[config.mk]
export PLATFORM = sky130hd
export DESIGN_NAME = lgn_frame_sequencer
export DESIGN_NICKNAME = d
export VERILOG_FILES = /design/src/rtl/lgn_frame_sequencer.sv
export SDC_FILE = /design/constraint.sdc
export NUM_CORES = 1
export LEC_CHECK = 0
export BUFFER_PORTS_ARGS = -buffer_cell sky130_fd_sc_hd__buf_4
export CAP_MARGIN = 20
export CORE_MARGIN = 10
export CORE_UTILIZATION = 48
export CTS_BUF_LIST = sky130_fd_sc_hd__clkbuf_4 sky130_fd_sc_hd__clkbuf_8
export DETAILED_ROUTE_END_ITERATION = 8
export GPL_TIMING_DRIVEN = 0
export PLACE_DENSITY = 0.74
export REMOVE_ABC_BUFFERS = 1
export SKIP_CTS_REPAIR_TIMING = 1
export SLEW_MARGIN = 20
export SYNTH_ARGS = -nofsm -noshare
export SYNTH_HDL_FRONTEND = slang
export SYNTH_SLANG_ARGS = --single-unit
[constraint.sdc]
create_clock -name clk -period 2.76 [get_ports clk]
set_clock_uncertainty 0.15 [all_clocks]
set_input_delay 0.138 -clock clk [delete_from_list [all_inputs] [get_ports clk]]
set_output_delay 0.138 -clock clk [all_outputs]
set_load 0.05 [all_outputs]
[src/rtl/lgn_frame_sequencer.sv]
// Frame sequencer for the logic-gate-network datapath: loads pixel beats into the net
// input vector, waits for the net to settle, then holds the argmax result for a consumer.
module lgn_frame_sequencer #(
    parameter int INPUT_BITS    = 256,
    parameter int BYTE_W        = 8,
    parameter int SETTLE_CYCLES = 2,
    parameter int IDX_W         = 4,
    parameter int VAL_W         = 8
) (
    input  logic                  clk,
    input  logic                  rst_n,
    input  logic                  frame_start,
    input  logic                  in_valid,
    input  logic [BYTE_W-1:0]     in_data,
    output logic                  in_ready,
    output logic [INPUT_BITS-1:0] x_out,
    input  logic [IDX_W-1:0]      net_index,
    input  logic [VAL_W-1:0]      net_value,
    output logic                  res_valid,
    input  logic                  res_ready,
    output logic [IDX_W-1:0]      res_index,
    output logic [VAL_W-1:0]      res_value,
    output logic                  busy,
    output logic [7:0]            frames_done
);

    localparam int BEATS = INPUT_BITS / BYTE_W;
    localparam int CNT_W = $clog2(BEATS) + 1;
    localparam int SET_W = 4;
    localparam logic [CNT_W-1:0] LAST_BEAT   = CNT_W'(BEATS - 1);
    localparam logic [SET_W-1:0] SETTLE_INIT = SET_W'(SETTLE_CYCLES - 1);

    typedef enum logic [1:0] {
        ST_LOAD   = 2'd0,
        ST_SETTLE = 2'd1,
        ST_HOLD   = 2'd2
    } state_t;

    state_t                  state_r;
    state_t                  state_s;
    logic [CNT_W-1:0]        beat_cnt_r;
    logic [SET_W-1:0]        settle_cnt_r;
    logic [INPUT_BITS-1:0]   x_out_r;
    logic                    res_valid_r;
    logic [IDX_W-1:0]        res_index_r;
    logic [VAL_W-1:0]        res_value_r;
    logic [7:0]              frames_done_r;

    logic                    beat_accept_s;
    logic                    last_beat_s;
    logic                    settle_done_s;
    logic                    res_take_s;

    // An abort that coincides with a beat makes that beat the first of a new frame,
    // so it can never also be the last beat of the old one.
    assign beat_accept_s = in_valid && (state_r == ST_LOAD);
    assign last_beat_s   = beat_accept_s && !frame_start && (beat_cnt_r == LAST_BEAT);
    assign settle_done_s = (state_r == ST_SETTLE) && (settle_cnt_r == {SET_W{1'b0}});
    assign res_take_s    = (state_r == ST_HOLD) && res_valid_r && res_ready && !frame_start;

    // State register.
    always_ff @(posedge clk or negedge rst_n) begin
        if (!rst_n) begin
            state_r <= ST_LOAD;
        end else begin
            state_r <= state_s;
        end
    end

    // Next-state logic; frame_start overrides every transition.
    always_comb begin
        state_s = state_r;
        if (frame_start) begin
            state_s = ST_LOAD;
        end else begin
            case (state_r)
                ST_LOAD: begin
                    if (last_beat_s) begin
                        state_s = ST_SETTLE;
                    end else begin
                        state_s = ST_LOAD;
                    end
                end
                ST_SETTLE: begin
                    if (settle_done_s) begin
                        state_s = ST_HOLD;
                    end else begin
                        state_s = ST_SETTLE;
                    end
                end
                ST_HOLD: begin
                    if (res_take_s) begin
                        state_s = ST_LOAD;
                    end else begin
                        state_s = ST_HOLD;
                    end
                end
                default: state_s = ST_LOAD;
            endcase
        end
    end

    // Output decode from the state register only.
    always_comb begin
        in_ready = 1'b0;
        busy     = 1'b0;
        case (state_r)
            ST_LOAD:   in_ready = 1'b1;
            ST_SETTLE: busy     = 1'b1;
            ST_HOLD:   busy     = 1'b1;
            default: begin
                in_ready = 1'b0;
                busy     = 1'b0;
            end
        endcase
    end

    // Beat counter and input shift register.
    always_ff @(posedge clk or negedge rst_n) begin
        if (!rst_n) begin
            beat_cnt_r <= {CNT_W{1'b0}};
            x_out_r    <= {INPUT_BITS{1'b0}};
        end else begin
            if (beat_accept_s) begin
                x_out_r <= {x_out_r[INPUT_BITS-BYTE_W-1:0], in_data};
            end
            if (frame_start) begin
                beat_cnt_r <= beat_accept_s ? {{(CNT_W-1){1'b0}}, 1'b1} : {CNT_W{1'b0}};
            end else if (last_beat_s) begin
                beat_cnt_r <= {CNT_W{1'b0}};
            end else if (beat_accept_s) begin
                beat_cnt_r <= beat_cnt_r + {{(CNT_W-1){1'b0}}, 1'b1};
            end
        end
    end

    // Settle countdown, armed by the final beat of a frame.
    always_ff @(posedge clk or negedge rst_n) begin
        if (!rst_n) begin
            settle_cnt_r <= {SET_W{1'b0}};
        end else if (last_beat_s) begin
            settle_cnt_r <= SETTLE_INIT;
        end else if ((state_r == ST_SETTLE) && (settle_cnt_r != {SET_W{1'b0}})) begin
            settle_cnt_r <= settle_cnt_r - {{(SET_W-1){1'b0}}, 1'b1};
        end
    end

    // Result capture and handshake; index/value keep their last capture after consumption.
    always_ff @(posedge clk or negedge rst_n) begin
        if (!rst_n) begin
            res_valid_r   <= 1'b0;
            res_index_r   <= {IDX_W{1'b0}};
            res_value_r   <= {VAL_W{1'b0}};
            frames_done_r <= 8'd0;
        end else begin
            if (frame_start) begin
                res_valid_r <= 1'b0;
            end else if (settle_done_s) begin
                res_valid_r <= 1'b1;
                res_index_r <= net_index;
                res_value_r <= net_value;
            end else if (res_take_s) begin
                res_valid_r   <= 1'b0;
                frames_done_r <= frames_done_r + 8'd1;
            end
        end
    end

    assign x_out       = x_out_r;
    assign res_valid   = res_valid_r;
    assign res_index   = res_index_r;
    assign res_value   = res_value_r;
    assign frames_done = frames_done_r;

endmodule

==> impl_metrics.csv, run 1 <==
group,metric,value,unit
run_status,status,"completed",
critical_path,path_buf_inv,1,
sta,fin_setup_tns,0,ns
floorplanning,initial_utilization,0.489,
drt,viasPerCell,5.01,
clock_network,cts-root-buf,"clkbuf_8",
critical_path,crit_slowest_cell,"nor2b_4",
synthesis,synthDistinctLibCells,37,
clock_network,clk_pin_slew,0.06,ns
drt,drt-initial-drc-count,422,
layout,layout_common_cells,"buf_4 (302), dfrtp_1 (289), mux2_2 (259)",
critical_path,rr_worst_depth,5,
sta,relSlewSlack,0.518,
placed_design,globalplace.congestion,0.727,
floorplanning,die_y,172,um
sta,layout_min_cycle_time,2.47,ns
layout,fin_cells,1346,
clock_network,cts_tree,"done",
sta,fin_crit_sh,0.893,
grt,grt_usage,0.161,
synthesis,yosys-top-cells-area,"dfrtp_1 (65%), mux2_2 (26%), mux2_4 (1.4%)",
sta,hold_viol_final,0,
sta,whs,0.0848,ns
critical_path,worst-path-max-fanout,12,
sta,clock.fmax,0.406,GHz
grt,grt_max_degree,100,
drt,drc,0,
clock_network,cts_buffers,46,
critical_path,worstReg2RegEnd,"res_value[7]",
critical_path,r2r_setup_slack,0.29,ns
sta,finalSetupViolCount,0,
critical_path,cp_top_family,"simple AND/OR/NAND/NOR gates",
placed_design,numPortBuffers,303,
grt,grt_overflow,0,
drt,num_vias,6748,
run,drv_cap,0,
sta,rsz0062_at_grt,"no",
placed_design,dpl.hpwl,17400,um
synthesis,synth-seq-area-share,0.654,
grt,antenna_found_initial,0,
floorplanning,design.die.area,29500,um2
power_and_ir_drop,total_power,20.2,mW
synthesis,yosysWarnings,0,
worst_hold_path,hold_class,"in -> async",
synthesis,synth_flop_cell,"dfrtp_1",
clock_network,htree_num_levels,2,
floorplanning,ioPinCount,304,
synthesis,avgSynthCellArea,16.4,um2
power_and_ir_drop,peakVddDrop,1.01,mV
clock_network,clock_latency,0.53,ns
critical_path,end_kind,"register",
synthesis,ys_ff_latch,289,
critical_path,cp-start-kind,"register",
critical_path,critPathArrivalTime,2.72,ns
synthesis,yosysTopAreaCell,"dfrtp_1",
layout,mostFrequentLayoutCell,"buf_4",
floorplanning,placementRows,55,
critical_path,criticalPathCategory,"reg -> reg",
critical_path,crit_chain,"inv_1 -> ha_1 -> and4bb_1 -> nor2b_4 -> mux2_2",
synthesis,async_flop_share,1.00,
drt,postRouteAntennaNets,0,
floorplanning,coreArea,22600,um2
sta,tightest_slew,0.723,ns
drt,routedWlPerCell,18.3,um
synthesis,synth.top_cell.area_share,0.654,
critical_path,critical_path_required,3.02,ns
clock_network,cts.sinks,289,
placed_design,preCtsSetupSlack,0.306,ns
synthesis,syn-cell-area,11100,um2
power_and_ir_drop,p_leak,7.37,nW
synthesis,synth-edff-count,0,
drt,wirelength,24700,um
layout,syn_to_final_growth,35.3,%
floorplanning,die_w,172,um
drt,dr.pass1.iters,4,
sta,setup_ws,0.294,ns
grt,grt_pass1_wl,38500,um
placed_design,dp_cells,1239,
sta,drv_slew,0,
clock_network,clock_path_buffers,3,
synthesis,netlist_instances,675,
power_and_ir_drop,powerDensity,1350,nW/um2
critical_path,cpPeakStageDelay,0.54,ns
grt,grt_pass1_vias,7053,
layout,final_nets,1059,
critical_path,reg2reg_from,"state_r[1]",
layout,layout-drive-gt1-share,0.629,
layout,antennaDiodeCount,0,
[worst reg2reg max path, stage by stage (launching register included)]
cell      delay, ns
dfrtp_1        0.40
inv_1          0.09
ha_1           0.27
and4bb_1       0.50
nor2b_4        0.54
mux2_2         0.40
[state kept, by name (all words and copies together) (netlist names)]
name / flops
settle_cnt_r: 4
beat_cnt_r: 6
frames_done: 8
x_out: 256
res_value: 8
res_index: 4
res_valid: 1
state_r: 2
[logic make-up after synthesis]
group,after synthesis,share of synthesized area
DFF,289,0.654
muxes,271,0.279
and+or+nand+nor,47,0.0274
buffers and inverters,37,0.0174
AOI/OAI and AO/OA,16,0.00826
xor gates and xnor gates,8,0.00633
adders and majority gates,7,0.00792
[per-layer routing]
layer  track usage  part of all wire
met5             0                 0
met4        0.0476             0.019
met3        0.0690             0.097
met2         0.257              0.49
met1         0.194              0.40
[report_power, final]
| group | leakage (nW) | internal (mW) | switching (mW) |
|---|---|---|---|
| clock | 0.536 | 2.20 | 1.57 |
| combinational | 3.19 | 3.03 | 6.62 |
| sequential | 3.64 | 5.71 | 1.08 |
[how the worst max path moves through the flow]
stage               start               to  slack [ns]  depth (start not counted)
6_report       state_r[1]     res_value[7]        0.29                          5
5_1_grt        state_r[1]     res_value[7]        0.16                          5
4_1_cts        state_r[1]     res_value[7]        0.30                          5
3_5_place_dp   state_r[1]     res_value[7]        0.31                          5
3_3_place_gp   state_r[0]  settle_cnt_r[3]       -7.57                          5
2_1_floorplan  state_r[0]       state_r[0]       -4.87                          5
[area by class of cell]
| class | instances | area [um2] |
|---|---|---|
| multi-input combinational | 349 | 3650 |
| fill | 1676 | 7670 |
| clock inverter | 6 | 30.0 |
| sequential | 289 | 7230 |
| inverter | 6 | 22.5 |
| tap | 285 | 357 |
| timing repair buffer | 335 | 2720 |
| clock buffer | 76 | 965 |
[through the flow]
stage / utilization / cell area (um2)
floorplan: - / 10900
global placement: 0.597 / 13500
detailed placement: 0.606 / 13700
CTS: 0.650 / 14700
global route: 0.661 / 15000
finish: 0.661 / 15000
[Yosys cell counts, types with 2 or more instances]
library cell,number
nor4b_2,2
mux2i_1,2
nor3_1,3
inv_1,6
nor2_1,7
nor4_1,3
buf_2,28
nand4_1,4
nor3b_1,2
nand2_1,7
xor2_1,8
mux2_4,10
dfrtp_1,289
or3_1,3
ha_1,7
nand3_1,6
a21oi_1,8
mux2_2,259
o21ai_0,3
Note: power is estimated with default switching activity, not from simulation.
==> inputs of run 2 (changes only) <==
==> constraint.sdc (replaced) <==
create_clock -name clk -period 2.5 [get_ports clk]
set_clock_uncertainty 0.15 [all_clocks]
set_input_delay 0.125 -clock clk [delete_from_list [all_inputs] [get_ports clk]]
set_output_delay 0.125 -clock clk [all_outputs]
set_load 0.05 [all_outputs]
==> run 2 against run 1 <==
Effect of this change: register-to-register slack got worse by 0.099 ns; global-route usage did not move; wire length grew 0.34%; worst setup slack got worse by 0.099 ns; count of clock-buffer cells in the layout unchanged; sequential cell count unchanged; first-iteration DRC count fell by 1.7%; combinational power is 11% higher; power grew 10%; via count did not move; highest routed layer unchanged; cell count about the same.
==> impl_metrics.csv, run 2 (synthesis gave the netlist of run 1 again) <==
group,metric,value,unit
clock_network,clk_pin_slew,0.06,ns
run_status,status,"completed",
drt,routedWlPerCell,18.4,um
sta,clock.fmax,0.434,GHz
grt,grt_overflow,0,
critical_path,crit_chain,"inv_1 -> ha_1 -> nand4_1 -> or3_1 -> a21oi_1 -> dlygate4sd3_1",
sta,layout_min_cycle_time,2.31,ns
sta,rsz0062_at_grt,"no",
drt,viasPerCell,5.01,
grt,grt_pass1_vias,7053,
sta,relSlewSlack,0.518,
worst_hold_path,hold_class,"in -> async",
floorplanning,design.die.area,29500,um2
layout,layout_common_cells,"buf_4 (302), dfrtp_1 (289), mux2_2 (259)",
grt,grt_usage,0.161,
sta,fin_crit_sh,0.922,
drt,num_vias,6748,
layout,mostFrequentLayoutCell,"buf_4",
critical_path,cpPeakStageDelay,0.57,ns
clock_network,clock_path_buffers,3,
placed_design,dpl.hpwl,17400,um
floorplanning,placementRows,55,
run,drv_cap,0,
layout,final_nets,1060,
critical_path,critical_path_required,2.81,ns
critical_path,worst-path-stages,6,
power_and_ir_drop,total_power,22.3,mW
layout,antennaDiodeCount,0,
layout,regArea,7230,um2
floorplanning,coreArea,22600,um2
critical_path,crit_slowest_cell,"dlygate4sd3_1",
drt,dr.pass1.iters,4,
clock_network,cts-root-buf,"clkbuf_8",
placed_design,place_area,13700,um2
critical_path,cp-start-kind,"register",
sta,drv_slew,0,
drt,drc,0,
sta,tightest_slew,0.723,ns
floorplanning,die_y,172,um
layout,multi_input_area,3650,um2
power_and_ir_drop,peakVddDrop,1.12,mV
critical_path,cp_top_family,"buffers and inverters",
layout,syn_to_final_growth,35.5,%
grt,antenna_found_initial,0,
layout,finalInstanceArea,15000,um2
clock_network,clock_latency,0.53,ns
layout,layout-drive-gt1-share,0.629,
clock_network,cts_tree,"done",
grt,grt_pass1_wl,38500,um
floorplanning,die_w,172,um
layout,fillers,1675,
power_and_ir_drop,powerDensity,1490,nW/um2
sta,finalSetupViolCount,0,
sta,hold_viol_final,0,
placed_design,dp_cells,1239,
layout,largest_reg_flops,256,
clock_network,cts.sinks,289,
clock_network,cts_buffers,46,
placed_design,globalplace.congestion,0.727,
critical_path,criticalPathCategory,"reg -> reg",
floorplanning,ioPinCount,304,
drt,wirelength,24800,um
clock_network,htree_num_levels,2,
critical_path,worst-path-max-fanout,6,
grt,grt_max_degree,100,
critical_path,end_kind,"register",
critical_path,critPathArrivalTime,2.62,ns
layout,fin_cells,1347,
floorplanning,initial_utilization,0.489,
drt,postRouteAntennaNets,0,
placed_design,numPortBuffers,303,
critical_path,path_buf_inv,2,
critical_path,rr_worst_depth,6,
power_and_ir_drop,p_leak,7.37,nW
drt,drt-initial-drc-count,415,
run 2: cell types whose count changed in the layout (fill, tap and decap cells not counted):
cell / change
buf_12: +1
run 2: routing by layer:
layer	track usage	share of wire
met5	0	0
met4	0.0476	0.018
met3	0.0690	0.097
met2	0.257	0.49
met1	0.194	0.40
run 2: metrics by stage:
step | TNS (ns) | hold slack [ns] | setup WS [ns] | util
after floorplan | -1296.55 | -0.321 | -5.13 | -
after global placement | -2286.02 | 0.206 | -7.83 | 0.597
after detailed placement | 0 | 0.0651 | 0.0458 | 0.606
after CTS | 0 | -0.512 | 0.0377 | 0.650
after global routing | 0 | 0.113 | 0.0542 | 0.662
final | 0 | 0.0707 | 0.195 | 0.662
run 2: where the power goes:
| group | leakage [nW] | switching [mW] | internal [mW] |
|---|---|---|---|
| sequential | 3.64 | 1.19 | 6.30 |
| combinational | 3.20 | 7.32 | 3.34 |
| clock | 0.536 | 1.73 | 2.43 |
| total | 7.37 | 10.2 | 12.1 |
run 2: area by class of cell:
type / count / area share
sequential: 289 / 0.482
multi-input combinational: 349 / 0.243
timing repair buffer: 336 / 0.183
clock buffer: 76 / 0.0644
tap: 285 / 0.0238
clock inverter: 6 / 0.00200
inverter: 6 / 0.00150
run 2: path summary, 6_finish.rpt:
kind,startpoint,to,slack [ns]
min,rst_n,x_out[32],0.07
max in group asynchronous,rst_n,x_out[156],1.15
min reg2reg,frames_done[7],frames_done[7],0.33
min in group clk,in_data[6],x_out[6],0.21
max,state_r[0],beat_cnt_r[4],0.19
max reg2reg,state_r[0],beat_cnt_r[4],0.19
==> inputs of run 3 (changes only) <==
--- a/config.mk
+++ b/config.mk
@@ -12,9 +12,9 @@
 export CTS_BUF_LIST = sky130_fd_sc_hd__clkbuf_4 sky130_fd_sc_hd__clkbuf_8
 export DETAILED_ROUTE_END_ITERATION = 8
 export GPL_TIMING_DRIVEN = 0
+export MAX_ROUTING_LAYER = met4
 export PLACE_DENSITY = 0.74
 export REMOVE_ABC_BUFFERS = 1
-export SKIP_CTS_REPAIR_TIMING = 1
 export SLEW_MARGIN = 20
 export SYNTH_ARGS = -nofsm -noshare
 export SYNTH_HDL_FRONTEND = slang
==> run 3 against run 2 <==
Effect of this change: combinational power about the same; sequential cell count stayed put; critical path depth did not move.
==> impl_metrics.csv, run 3 (synthesis gave the netlist of run 1 again) <==
group,metric,value,unit
run_status,status,"completed",
grt,grt_pass1_vias,7271,
grt,grt_overflow,0,
drt,drt-initial-drc-count,451,
sta,drv_slew,0,
floorplanning,initial_utilization,0.489,
layout,finalInstanceArea,15000,um2
sta,fin_crit_sh,0.910,
clock_network,clock_path_buffers,3,
sta,layout_min_cycle_time,2.28,ns
sta,clock.fmax,0.439,GHz
clock_network,htree_num_levels,2,
placed_design,numPortBuffers,303,
grt,grt_pass1_wl,39300,um
grt,grt_max_degree,100,
worst_hold_path,hold_class,"in -> async",
sta,finalSetupViolCount,0,
drt,postRouteAntennaNets,0,
critical_path,critical_path_required,2.76,ns
floorplanning,placementRows,55,
floorplanning,die_y,172,um
clock_network,clk_pin_slew,0.06,ns
drt,routed.top_layer,"met4",
floorplanning,die_w,172,um
critical_path,critPathArrivalTime,2.53,ns
critical_path,rr_worst_depth,6,
layout,syn_to_final_growth,35.5,%
sta,rsz0062_at_grt,"no",
run,drv_cap,0,
placed_design,place_area,13700,um2
power_and_ir_drop,powerDensity,1490,nW/um2
layout,fin_cells,1347,
drt,drc,0,
floorplanning,ioPinCount,304,
sta,hold_viol_final,0,
clock_network,clock_latency,0.53,ns
floorplanning,coreArea,22600,um2
placed_design,globalplace.congestion,0.736,
critical_path,criticalPathCategory,"reg -> reg",
sta,setup_ws,0.225,ns
drt,dr.pass1.iters,4,
drt,wirelength,24700,um
layout,layout-drive-gt1-share,0.629,
layout,fillers,1664,
sta,relSlewSlack,0.520,
grt,grt_usage,0.170,
layout,layout_common_cells,"buf_4 (302), dfrtp_1 (289), mux2_2 (259)",
clock_network,cts-root-buf,"clkbuf_8",
sta,tightest_slew,0.720,ns
power_and_ir_drop,peakVddDrop,1.11,mV
power_and_ir_drop,p_leak,7.37,nW
floorplanning,design.die.area,29500,um2
drt,routedWlPerCell,18.3,um
layout,mostFrequentLayoutCell,"buf_4",
drt,dr_wl_met2,11900,um
layout,final_util,0.662,
critical_path,worst-path-max-fanout,12,
drt,viasPerCell,5.01,
drt,num_vias,6748,
placed_design,dpl.hpwl,17400,um
layout,final_nets,1060,
drt,wl_met1,9970,um
clock_network,cts_buffers,46,
placed_design,dp_cells,1239,
critical_path,cp-start-kind,"register",
drt,route.met3.wl,2270,um
placed_design,preCtsSetupSlack,0.0458,ns
clock_network,cts_tree,"done",
layout,antennaDiodeCount,0,
grt,antenna_found_initial,0,
clock_network,cts.sinks,289,
layout,largest_reg_flops,256,
critical_path,end_kind,"register",
## run 3: routing by layer
layer	global-route usage	vias up
met5	-	-
met4	0.0551	0
met3	0.0656	38
met2	0.265	212
met1	0.201	3367
li1	-	3131
## run 3: cell type report
class,instances,area (um2),share of cell area
clock inverter,6,30.0,0.00200
inverter,6,22.5,0.00150
clock buffer,76,965,0.0644
timing repair buffer,336,2740,0.183
multi-input combinational,349,3650,0.243
sequential,289,7230,0.482
tap,285,357,0.0238
## run 3: worst max-delay path, stage by stage, from the launching register on
cell and delay (ns):
dfrtp_1 0.40, inv_1 0.09, ha_1 0.27, and4bb_1 0.49
nor2b_4 0.25, buf_12 0.16, mux2_2 0.34
## run 3: power by group
group / leakage, nW / switching [mW] / internal, mW / total [mW]
clock: 0.536 / 1.73 / 2.43 / 4.15
sequential: 3.64 / 1.19 / 6.30 / 7.49
combinational: 3.20 / 7.31 / 3.34 / 10.7
## run 3: final timing paths
path / startpoint / endpoint / slack, ns
hold reg to reg: frames_done[7] / frames_done[7] / 0.33
min in group clk: in_data[6] / x_out[6] / 0.21
max in group asynchronous: rst_n / x_out[114] / 1.15
setup / recovery: state_r[1] / res_value[7] / 0.22
hold / removal: rst_n / x_out[32] / 0.08
setup reg to reg: state_r[1] / res_value[7] / 0.22
## run 3: metrics by stage
stage / TNS, ns / hold WS, ns / total power, mW
final: 0 / 0.0795 / 22.3
after detailed placement: 0 / 0.0651 / 18.3
after floorplan: -1296.55 / -0.321 / 14.7
after global routing: 0 / 0.114 / 23.4
after global placement: -2286.02 / 0.206 / 18.3
after CTS: 0 / 0.0832 / 22.6
## run 3: what timing repair did
action                                  CTS  global route
endpoints found under the setup margin    0            12
hold endpoints to repair                133             0
buffers inserted                          0             1
hold buffers                             25             0
resized for setup                         0             0
